==> src/rtl/otter_pkg.sv <==
// rtl/otter_pkg.sv - shared fetch-stage types, constants and helpers
package otter_pkg;

   typedef enum logic [1:0] {
      FETCH = 2'd0,
      WAIT  = 2'd1,
      FULL  = 2'd2
   } fetch_state_e;

   localparam logic [31:0] INSTR_BYTES      = 32'd4;
   localparam logic [31:0] DEFAULT_RESET_PC = 32'h0000_0000;

   function automatic logic [31:0] word_align(input logic [31:0] addr);
      return addr & ~32'd3;
   endfunction

endpackage

==> src/rtl/fetch_pc_reg.sv <==
// rtl/fetch_pc_reg.sv - program counter with redirect load and post-grant increment
module fetch_pc_reg
   import otter_pkg::*;
#(
   parameter logic [31:0] RESET_PC = DEFAULT_RESET_PC
) (
   input  logic        clk,
   input  logic        rst_n,
   input  logic        load,
   input  logic [31:0] load_pc,
   input  logic        inc,
   output logic [31:0] pc
);

   logic [31:0] pc_d;
   logic [31:0] pc_q;

   // A redirect wins over an increment so a same-cycle grant never skips ahead.
   always_comb begin
      pc_d = pc_q;
      if (load) begin
         pc_d = word_align(load_pc);
      end else if (inc) begin
         pc_d = pc_q + INSTR_BYTES;
      end
   end

   always_ff @(posedge clk or negedge rst_n) begin
      if (!rst_n) begin
         pc_q <= RESET_PC;
      end else begin
         pc_q <= pc_d;
      end
   end

   assign pc = pc_q;

endmodule

==> src/rtl/instr_fetch.sv <==
// rtl/instr_fetch.sv - single-outstanding instruction fetch with redirect squash
module instr_fetch
   import otter_pkg::*;
#(
   parameter logic [31:0] RESET_PC = DEFAULT_RESET_PC
) (
   input  logic        clk,
   input  logic        rst_n,
   input  logic        redirect,
   input  logic [31:0] redirect_pc,
   output logic        imem_req,
   output logic [31:0] imem_addr,
   input  logic        imem_gnt,
   input  logic        imem_rvalid,
   input  logic [31:0] imem_rdata,
   output logic [31:0] ir,
   output logic [31:0] ir_pc,
   output logic        ir_valid,
   input  logic        ir_ready
);

   fetch_state_e state_d, state_q;
   logic         squash_d, squash_q;
   logic [31:0]  inflight_pc_d, inflight_pc_q;
   logic [31:0]  ir_d, ir_q;
   logic [31:0]  ir_pc_d, ir_pc_q;
   logic         ir_valid_d, ir_valid_q;
   logic         pc_inc;
   logic [31:0]  pc;

   fetch_pc_reg #(
      .RESET_PC (RESET_PC)
   ) u_pc (
      .clk     (clk),
      .rst_n   (rst_n),
      .load    (redirect),
      .load_pc (redirect_pc),
      .inc     (pc_inc),
      .pc      (pc)
   );

   always_comb begin
      state_d       = state_q;
      squash_d      = squash_q;
      inflight_pc_d = inflight_pc_q;
      ir_d          = ir_q;
      ir_pc_d       = ir_pc_q;
      ir_valid_d    = ir_valid_q;
      pc_inc        = 1'b0;

      case (state_q)
         FETCH: begin
            if (imem_gnt) begin
               state_d       = WAIT;
               inflight_pc_d = pc;
               squash_d      = redirect;
               pc_inc        = !redirect;
            end
         end
         WAIT: begin
            if (imem_rvalid) begin
               state_d  = FETCH;
               squash_d = 1'b0;
               if (!redirect && !squash_q) begin
                  ir_d       = imem_rdata;
                  ir_pc_d    = inflight_pc_q;
                  ir_valid_d = 1'b1;
                  state_d    = FULL;
               end
            end else if (redirect) begin
               // The read already in flight belongs to the old path.
               squash_d = 1'b1;
            end
         end
         FULL: begin
            if (redirect || ir_ready) begin
               ir_valid_d = 1'b0;
               state_d    = FETCH;
            end
         end
         default: state_d = FETCH;
      endcase

      if (redirect) begin
         ir_valid_d = 1'b0;
      end
   end

   always_ff @(posedge clk or negedge rst_n) begin
      if (!rst_n) begin
         state_q       <= FETCH;
         squash_q      <= 1'b0;
         inflight_pc_q <= 32'd0;
         ir_q          <= 32'd0;
         ir_pc_q       <= 32'd0;
         ir_valid_q    <= 1'b0;
      end else begin
         state_q       <= state_d;
         squash_q      <= squash_d;
         inflight_pc_q <= inflight_pc_d;
         ir_q          <= ir_d;
         ir_pc_q       <= ir_pc_d;
         ir_valid_q    <= ir_valid_d;
      end
   end

   assign imem_req  = (state_q == FETCH);
   assign imem_addr = pc;
   assign ir        = ir_q;
   assign ir_pc     = ir_pc_q;
   assign ir_valid  = ir_valid_q;

endmodule

==> config.mk <==
export PLATFORM = sky130hd
export DESIGN_NAME = instr_fetch
export DESIGN_NICKNAME = d
export VERILOG_FILES = /design/src/rtl/otter_pkg.sv /design/src/rtl/fetch_pc_reg.sv /design/src/rtl/instr_fetch.sv
export SDC_FILE = /design/constraint.sdc
export NUM_CORES = 1
export LEC_CHECK = 0
export ABC_CLOCK_PERIOD_IN_PS = 2000
export BUFFER_PORTS_ARGS = -buffer_cell sky130_fd_sc_hd__clkbuf_2
export CAP_MARGIN = 15
export CORE_AREA = 10 10 122 124
export DETAILED_ROUTE_END_ITERATION = 10
export DIE_AREA = 0 0 132 134
export GPL_TIMING_DRIVEN = 0
export PLACE_DENSITY = 0.7
export SETUP_SLACK_MARGIN = 0.02
export SYNTH_ARGS = -nofsm -noshare
export SYNTH_HDL_FRONTEND = slang
export SYNTH_SLANG_ARGS = --single-unit
==> constraint.sdc <==
create_clock -name clk -period 2 [get_ports clk]
set_clock_uncertainty 0.05 [all_clocks]
set_input_delay 0 -clock clk [delete_from_list [all_inputs] [get_ports clk]]
set_output_delay 0 -clock clk [all_outputs]
set_load 0.1 [all_outputs]
# Yosys cells after proc, flatten, opt, wreduce, memory -nomap -nowiden
# Cells that the tools add are included.
# totals
ff_bits,132
output_inout_bits,98
word_cells,47
# classes
addsub,1
n_eq_ne,8
mux,18
reduce_logical,13
# ops
op,count
2-to-1 mux 32 bit,2
adder 32 x 3 -> 32 bit (second input constant),1
2-to-1 mux 1 bit,9
inequality test 3 bit (second input constant),3
AND reduction 3 bit,3
2-to-1 mux 2 bit,4
one-hot mux 2 bit (3 select lines),1
inequality test 2 bit (second input constant),2
one-hot mux 1 bit (2 select lines),2
AND reduction 4 bit,1
nonzero test 2 bit,2
nonzero test 3 bit,1
== test 2 x 1 -> 1 bit (second input constant),1
== test 2 bit (second input constant),1
zero test 1 bit,2
zero test 2 bit,1
inequality test 2 x 1 -> 1 bit (second input constant),1
AND reduction 2 bit,1
logical AND 1 bit,1
logical OR 1 bit,1

# Longest topological paths before layout
# Gate-level depths: netlist (run 1).
# logic_depth
word_depth,6
depth_mapped,6

# Hierarchy
# Synthesis (run 1) repeated with hierarchy kept, for this count alone.
# unflattened
hier_cells,421
area_unflattened_um2,5845.6
# by_module_without_submodules
module,instances,cells_per_inst,area_per_inst_um2
instr_fetch,1,229,4116.4
fetch_pc_reg,1,192,1729.2

# Worst setup path after synthesis (run 1)
# Ideal clock, no wire load.
# synth_timing
path_type,reg-to-reg
from,register state_q[0]
to,register inflight_pc_q[5]
arrival_ns,2.724
required_ns,1.827
slack_ns,-0.896
stages_incl_launch_ff,7
period_less_slack_ns,2.896
cell_sequence,dfrtp_1 > clkbuf_1 > nor2_1 > nand2_1 > clkbuf_1 > nand2_1 > nand2_1
# synth_between
elab_chain_len,2
# synth_lines
item,line,source
"start, declared",instr_fetch.sv:22,"fetch_state_e state_d, state_q;"
"start signal, assigned",instr_fetch.sv:98,state_q <= state_d;
zero test 2 bit,n/a,
named net imem_req,instr_fetch.sv:11,"output logic imem_req,"
AND reduction 2 bit (no source line),n/a,
"end signal, assigned",instr_fetch.sv:100,inflight_pc_q <= inflight_pc_d;
"end, declared",instr_fetch.sv:24,"logic [31:0] inflight_pc_d, inflight_pc_q;"
# The timed path passes the listed nets, and every way through them passes these cells.
# A chain may end at the register's enable or synchronous reset.

# Worst setup path after layout (run 1)
# layout_timing
from,register state_q[1]
to,"register ir_q[16], in the netlist ir[16]"
# layout_between
elab_chain_len,2
# layout_lines
item,line,source
== test 2 x 1 -> 1 bit,instr_fetch.sv:51,case (state_q)
AND reduction 3 bit (no source line),n/a,
"end signal, assigned",instr_fetch.sv:101,ir_q <= ir_d;
"end, declared",instr_fetch.sv:25,"logic [31:0] ir_d, ir_q;"
# No other way between the ends.

==> flow_summary.ini, run 1 <==
[place]
gp_congestion = 0.829
place_ws_ns = -0.517
port_buffers = 161
hpwl_um = 11400

[clock_tree]
cts_tree = done
clock_sinks = 126
clockBufferDepth = 2
worstSkewPairLatency_ns = 0.42
cts_root_buffer = clkbuf_16
numCtsBuffers = 17
htree_levels = 4
clkTransAtPathRegs_ns = 0.06

[floorplanning]
die_x_um = 132
dieArea_um2 = 17700
rows = 41
core_area_um2 = 12500
top_level_ports = 168
dieHeight_um = 134
initial_core_util_pct = 44.0

[yosys]
synth_cell_types = 47
ys_seq_area_share_pct = 57.5
ys_ff_latch = 126
synth_area_leaders = dfrtp_1, mux2_2, nand2_1
yosys_warnings = 0
synth_top_area_share_pct = 57.5
syn_inst = 494
yosysTopAreaCell = dfrtp_1
syn_area_um2 = 5490
synth.avg_cell_area_um2 = 11.1

[route]
drt_iter0_drc = 262
dr_total_vias = 4723
dr.pass1.iters = 4
ant_nets = 0
wl_per_cell_um = 17.6
viasPerCell = 5.04
routed_wl_um = 16500
drcViolationCount = 0

[critical_path]
path_cells = buf_4 -> nand3b_1 -> nor3_4 -> buf_4 -> buf_4 -> mux2_2
critPathKind = flop to flop
critPathLaunchType = flop
worstSetupEndpointType = flop
worstPathArrival_ns = 2.18
path_buf_inv = 3
crit_fanout = 10
slowest_stage = dfrtp_1
cpMostUsedCell = buf_4
crit_required_ns = 2.25
max_stage_delay_ns = 0.38
critical_path.top_delay_family = buffers and inverters

[layout]
nets = 824
diodes = 0
syn_to_final_growth_pct = 48.2
drive_gt1_share_pct = 41.4
seq_area_um2 = 3240
nFillCells = 953
multiInputGateArea_um2 = 2250

[global_route]
antenna_found_initial = 0
grt.overflow.total = 0
grt_use_met3_pct = 5.94
gr-usage-met2_pct = 30.9
grt_pass1_wl_um = 27200
grt_usage_pct = 19.3
grt_max_degree = 86
grt_util_met1_pct = 24.3
grt_pass1_vias = 4932
top_usage_layer = met2

[min_path]
min_path_type = input pin to asynchronous set/reset pin

[status]
status = completed

[timing]
fin_crit_ns = 1.93
setup_viol = 0
clock.fmax_mhz = 519
slew_violations = 0
hold_viol = 0
rsz0062_at_grt = yes
slew_headroom_pct = 53.4
post-route-period-util_pct = 96.3
worst_slew_pin_slew_ns = 0.694
worst_slack_ns = 0.0733

[flow_run]
cap_violations = 0
## layout make-up
type                       instances  share of cell area [%]
sequential                       126                    39.9
tap                              172                    2.65
clock buffer                      19                    5.45
clock inverter                    13                    2.60
multi-input combinational        337                    27.7
buffer                            27                    2.09
timing repair buffer             237                    19.3
inverter                           7                   0.323
## routing by layer
metal / part of all wire [%] / vias up
li1: - / 2253
met2: 48 / 169
met3: 7.1 / 13
met5: 0 / -
met4: 0.90 / 0
met1: 44 / 2288
## worst reg2reg max path, cell delays in order, from the launching register on
cell and delay, ns:
dfrtp_1 0.38, buf_4 0.18, nand3b_1 0.22, nor3_4 0.24
buf_4 0.19, buf_4 0.19, mux2_2 0.35
## flip-flops by register name (all words and copies together), names as in the netlist
| register | cells |
|---|---|
| ir | 32 |
| ir_valid | 1 |
| state_q | 2 |
| u_pc.pc | 30 |
| squash_q | 1 |
| ir_pc | 30 |
| inflight_pc_q | 30 |
## timing repair
action / 4_1_cts / 5_1_grt
hold endpoints to repair: 192 / 0
hold buffers: 67 / 0
cloned: 0 / 0
pin swaps: 1 / 5
setup endpoints to repair: 88 / 88
buffers inserted: 2 / 6
resized for setup: 14 / 13
## logic make-up after synthesis
kind of cell / Yosys count / share of synthesized area (%)
DFF: 126 / 57.5
other: 1 / 0.0684
buffers and inverters: 34 / 2.90
AOI/OAI and AO/OA: 51 / 5.84
muxes: 64 / 13.1
and+or+nand+nor: 205 / 18.5
xor gates and xnor gates: 12 / 1.92
adders and majority gates: 1 / 0.228
## synthesized netlist by cell type, drive strengths merged
cell / n
a21o: 1
dfrtp: 126
or3b: 1
nor2: 21
and2: 1
nand3b: 1
nor3: 4
o21ai: 23
o31a: 2
or4b: 2
or3: 3
nand4: 16
and4: 5
xnor2: 8
nor4bb: 1
xor2: 4
buf: 14
and3: 2
conb: 1
nor2b: 2
nor3b: 4
a21oi: 3
o31ai: 6
o22ai: 1
mux2: 63
nand2: 111
nor4: 6
nand3: 13
a311o: 3
nand2b: 1
clkbuf: 13
inv: 7
mux2i: 1
a31oi: 8
o311ai: 1
nand4b: 3
or4: 8
ha: 1
a22oi: 1
a211o: 2
## cell usage in the layout (no fill, tap or decap), drive strengths merged, types with 3 or more instances in the layout
cell type / count
xnor2: 8
nand3: 13
nor3: 4
inv: 9
dfrtp: 126
bufinv: 5
dlygate4sd3: 67
or3: 3
nor3b: 4
clkinvlp: 4
or4: 8
mux2: 63
nand4: 16
a21oi: 3
o21ai: 23
nor2: 21
o31ai: 6
conb: 4
and4: 5
buf: 26
nor4: 6
a31oi: 8
clkbuf: 190
xor2: 4
a311o: 3
nand4b: 3
nand2: 111
## final timing paths
check / cells past startpoint / slack (ns) / start / endpoint
max in group asynchronous: 3 / 1.12 / rst_n / u_pc.pc[4]$_DFFE_PN0P_
min in group clk: 5 / 0.04 / imem_gnt / squash_q$_DFFE_PN0P_
worst min-delay path: 2 / 0.02 / rst_n / ir[31]$_DFFE_PN0P_
worst max register to register: 6 / 0.07 / state_q[1]$_DFFE_PN0P_ / ir[16]$_DFFE_PN0P_
worst max-delay path: 6 / 0.07 / state_q[1]$_DFFE_PN0P_ / ir[16]$_DFFE_PN0P_
worst min register to register: 2 / 0.42 / inflight_pc_q[25]$_DFFE_PN0P_ / inflight_pc_q[25]$_DFFE_PN0P_
## per-stage QoR
step | TNS [ns] | cells | cell area, µm² | util, % | hold slack (ns)
floorplan | -0.00904 | 497 | 5610 | - | -0.346
global placement | -163.56 | 830 | 6630 | 53.2 | 0.164
detailed placement | -30.88 | 831 | 6670 | 53.5 | -0.0998
CTS | 0 | 932 | 8050 | 64.6 | 0.0158
global route | -0.0499 | 938 | 8130 | 65.2 | 0.0291
finish | 0 | 938 | 8130 | 65.2 | 0.0214
Power of run 1 is not shown: default switching activity piles up to over one toggle a cycle in this logic, so the estimate is an artifact.
==> inputs of run 2 (changes only) <==
MAX_ROUTING_LAYER = met4   (was unset)
==> run 2 against run 1 <==
Against the previous run: via count rose by 0.30%; final area did not move; wire length rose by 0.46%; critical endpoint unchanged; critical path type unchanged; first-iteration DRC count rose by 7.6%.
==> flow_summary.ini, run 2 (synthesis results as in run 1) <==
[flow_run]
cap_violations = 0

[global_route]
antenna_found_initial = 0
grt_pass1_vias = 4936
grt.overflow.total = 0
grt_max_degree = 86
grt_usage_pct = 19.9
grt_pass1_wl_um = 27200

[layout]
final_cell_count_no_fill = 938
diodes = 0
syn_to_final_growth_pct = 48.2
drive_gt1_share_pct = 41.4
nFillCells = 953
nets = 824
mostFrequentLayoutCells = clkbuf_2, nand2_1, dfrtp_1
final_common_cell = clkbuf_2
largest_reg_flops = 32
final_area_um2 = 8130

[route]
dr_total_vias = 4737
routed_wl_um = 16600
drt_iter0_drc = 282
viasPerCell = 5.05
dr.pass1.iters = 4
ant_nets = 0
wl_per_cell_um = 17.6
drcViolationCount = 0

[floorplanning]
dieArea_um2 = 17700
top_level_ports = 168
initial_core_util_pct = 44.0
rows = 41
core_area_um2 = 12500
die_x_um = 132
dieHeight_um = 134

[clock_tree]
clockBufferDepth = 2
cts_root_buffer = clkbuf_16
clkTransAtPathRegs_ns = 0.06
clock_sinks = 126
numCtsBuffers = 17
cts_tree = done
worstSkewPairLatency_ns = 0.43
htree_levels = 4

[min_path]
min_path_type = input pin to asynchronous set/reset pin

[critical_path]
rrSetupSlack_ns = 0.07
critPathKind = flop to flop
crit_required_ns = 2.25
crit_fanout = 10
worstSetupEndpointType = flop
critPathLaunchType = flop
worstPathArrival_ns = 2.18

[timing]
clock.fmax_mhz = 519
setup_viol = 0
slew_headroom_pct = 53.8
rsz0062_at_grt = yes
slew_violations = 0
post-route-period-util_pct = 96.4
finalSetupTns_ns = 0
worst_slew_pin_slew_ns = 0.688
hold_slack_ns = 0.0206
fin_crit_ns = 1.93
hold_viol = 0

[place]
port_buffers = 161
gp_congestion = 0.842
dp_cells = 831
hpwl_um = 11400
placed_area_um2 = 6670

[status]
status = completed
==> run 2: cell counts in the layout (fill, tap and decap cells not counted) <==
No cell type changed its count.
==> run 2: worst max-delay path: stages (launching register included) <==
cell	delay, ns
dfrtp_1	0.38
buf_4	0.18
nand3b_1	0.22
nor3_4	0.23
buf_4	0.19
buf_4	0.19
mux2_2	0.35
==> run 2: cell type report <==
class	instances	area (µm²)	area share [%]
Buffer	27	170	2.09
Clock buffer	19	443	5.45
Clock inverter	13	211	2.60
Inverter	7	26.3	0.323
Multi-Input combinational cell	337	2250	27.7
Sequential cell	126	3240	39.9
Tap cell	172	215	2.65
Timing Repair Buffer	237	1570	19.3
==> run 2: what timing repair did <==
| action | in CTS | in global routing |
|---|---|---|
| buffers inserted | 2 | 6 |
| pin swaps | 1 | 5 |
| resized for setup | 14 | 13 |
| endpoints found under the hold margin | 192 | 0 |
| setup endpoints to repair | 88 | 88 |
| hold buffers | 67 | 0 |
==> run 2: final timing paths <==
kind / startpoint / end / cells after the start
hold reg to reg: inflight_pc_q[25]$_DFFE_PN0P_ / inflight_pc_q[25]$_DFFE_PN0P_ / 2
max in group asynchronous: rst_n / u_pc.pc[4]$_DFFE_PN0P_ / 3
hold / removal: rst_n / ir[26]$_DFFE_PN0P_ / 2
min in group clk: imem_gnt / squash_q$_DFFE_PN0P_ / 5
setup / recovery: state_q[1]$_DFFE_PN0P_ / ir[16]$_DFFE_PN0P_ / 6
setup reg to reg: state_q[1]$_DFFE_PN0P_ / ir[16]$_DFFE_PN0P_ / 6
==> run 2: through the flow <==
step	worst slack, ns	utilization (%)
floorplan	-0.00904	-
global placement	-1.47	53.2
detailed placement	-0.517	53.5
CTS	0.0305	64.6
global route	-0.00944	65.2
finish	0.0719	65.2
==> run 2: layer usage <==
layer / share of wire, % / track usage [%] / routed length (µm) / vias to the layer above
met3: 5.8 / 5.19 / 958 / 17
met2: 47 / 30.9 / 7830 / 170
met5: 0 / - / 0 / -
met1: 45 / 24.9 / 7510 / 2293
li1: - / - / - / 2257
met4: 1.5 / 6.37 / 252 / 0
Power of run 2 is left out for the same reason.
==> inputs of run 3 (changes only) <==
HOLD_SLACK_MARGIN = 0.1   (was unset)
==> run 3 against run 2 <==
Against the previous run: wire length increased by 0.92%; count of clock-buffer cells in the layout unchanged; first-iteration DRC count decreased by 19%; non-clock buffer count increased by 4; die area unchanged; largest cell class unchanged.
==> flow_summary.ini, run 3 (synthesis results as in run 1) <==
[route]
drt_iter0_drc = 229
ant_nets = 0
dr.pass1.iters = 5
drcViolationCount = 0
routed_wl_um = 16700
viasPerCell = 5.08
dr_total_vias = 4783
wl_per_cell_um = 17.7

[place]
port_buffers = 161
gp_congestion = 0.842
placed_area_um2 = 6670
hpwl_um = 11400
place_ws_ns = -0.517

[floorplanning]
dieHeight_um = 134
initial_core_util_pct = 44.0
rows = 41
top_level_ports = 168
core_area_um2 = 12500
dieArea_um2 = 17700
die_x_um = 132

[critical_path]
crit_path_start = state_q[1]$_DFFE_PN0P_
crit_fanout = 10
crit_required_ns = 2.25
worstPathArrival_ns = 2.20
worstSetupEndpointType = flop
critPathLaunchType = flop
regToRegStartpoint = state_q[1]$_DFFE_PN0P_
critPathKind = flop to flop

[clock_tree]
worstSkewPairLatency_ns = 0.43
clkTransAtPathRegs_ns = 0.06
clock_sinks = 126
htree_levels = 4
cts_tree = done
numCtsBuffers = 17
cts_root_buffer = clkbuf_16
clockBufferDepth = 2

[layout]
seq_area_um2 = 3240
final_area_um2 = 8180
multiInputGateArea_um2 = 2250
mostFrequentLayoutCells = clkbuf_2, nand2_1, dfrtp_1
nFillCells = 950
syn_to_final_growth_pct = 49.1
nets = 828
diodes = 0
drive_gt1_share_pct = 41.3
largest_reg_flops = 32
final_common_cell = clkbuf_2

[timing]
slew_violations = 0
hold_slack_ns = 0.144
post-route-period-util_pct = 97.2
worst_slew_pin_slew_ns = 0.683
hold_viol = 0
fin_crit_ns = 1.94
worst_slack_ns = 0.0558
clock.fmax_mhz = 514
rsz0062_at_grt = yes
slew_headroom_pct = 54.1
setup_viol = 0

[global_route]
grt_usage_pct = 19.9
grt_pass1_wl_um = 27300
antenna_found_initial = 0
grt_max_degree = 86
grt_pass1_vias = 4954
grt.overflow.total = 0

[status]
status = completed

[min_path]
min_from = redirect
min_path_type = input pin to flop

[flow_run]
cap_violations = 0
==> run 3: cell count changes in the layout (fill, tap and decap cells not counted) <==
| cell | before | now |
|---|---|---|
| dlygate4sd3_1 | 67 | 70 |
| buf_12 | 0 | 1 |
==> run 3: layout make-up <==
type / count / area share, %
flip-flops and latches: 126 / 39.6
multi-input cells: 337 / 27.5
repair buffers: 241 / 19.8
clock buffers: 19 / 5.41
well taps: 172 / 2.63
clock inverters: 13 / 2.58
plain buffers: 27 / 2.08
inverters: 7 / 0.321
==> run 3: path summary, 6_finish.rpt <==
| kind | to | slack [ns] | cells past startpoint |
|---|---|---|---|
| worst max register to register | ir[9]$_DFFE_PN0P_ | 0.06 | 6 |
| worst min register to register | inflight_pc_q[25]$_DFFE_PN0P_ | 0.42 | 2 |
| max in group asynchronous | u_pc.pc[4]$_DFFE_PN0P_ | 0.82 | 4 |
| worst min-delay path | ir[12]$_DFFE_PN0P_ | 0.14 | 4 |
| min in group asynchronous | ir[26]$_DFFE_PN0P_ | 0.63 | 4 |
| worst max-delay path | ir[9]$_DFFE_PN0P_ | 0.06 | 6 |
==> run 3: through the flow <==
stage / setup TNS (ns) / util (%) / instances
CTS: 0 / 65.0 / 936
global placement: -163.56 / 53.2 / 830
finish: 0 / 65.6 / 942
global route: -0.0642 / 65.6 / 942
detailed placement: -30.88 / 53.5 / 831
floorplan: -0.00904 / - / 497
==> run 3: what timing repair did <==
item                                    4_1_cts  5_1_grt
endpoints found under the setup margin       88       88
endpoints found under the hold margin       192        0
pin swaps                                     1        5
hold buffers                                 71        0
resized for setup                            14       13
buffers inserted                              2        6
==> run 3: per-layer routing <==
metal / global-route usage (%) / wire length, µm / up-vias
li1: - / - / 2264
met2: 31.1 / 7940 / 186
met5: - / 0 / -
met3: 5.34 / 930 / 18
met4: 6.37 / 229 / 0
met1: 24.8 / 7610 / 2315
==> run 3: critical path: stages (launching register included) <==
cell and delay [ns]:
dfrtp_1 0.38, buf_4 0.18, nand3b_1 0.23, nor3_4 0.24, buf_4 0.19, buf_4 0.19
mux2_2 0.36
Power of run 3 is left out for the same reason.
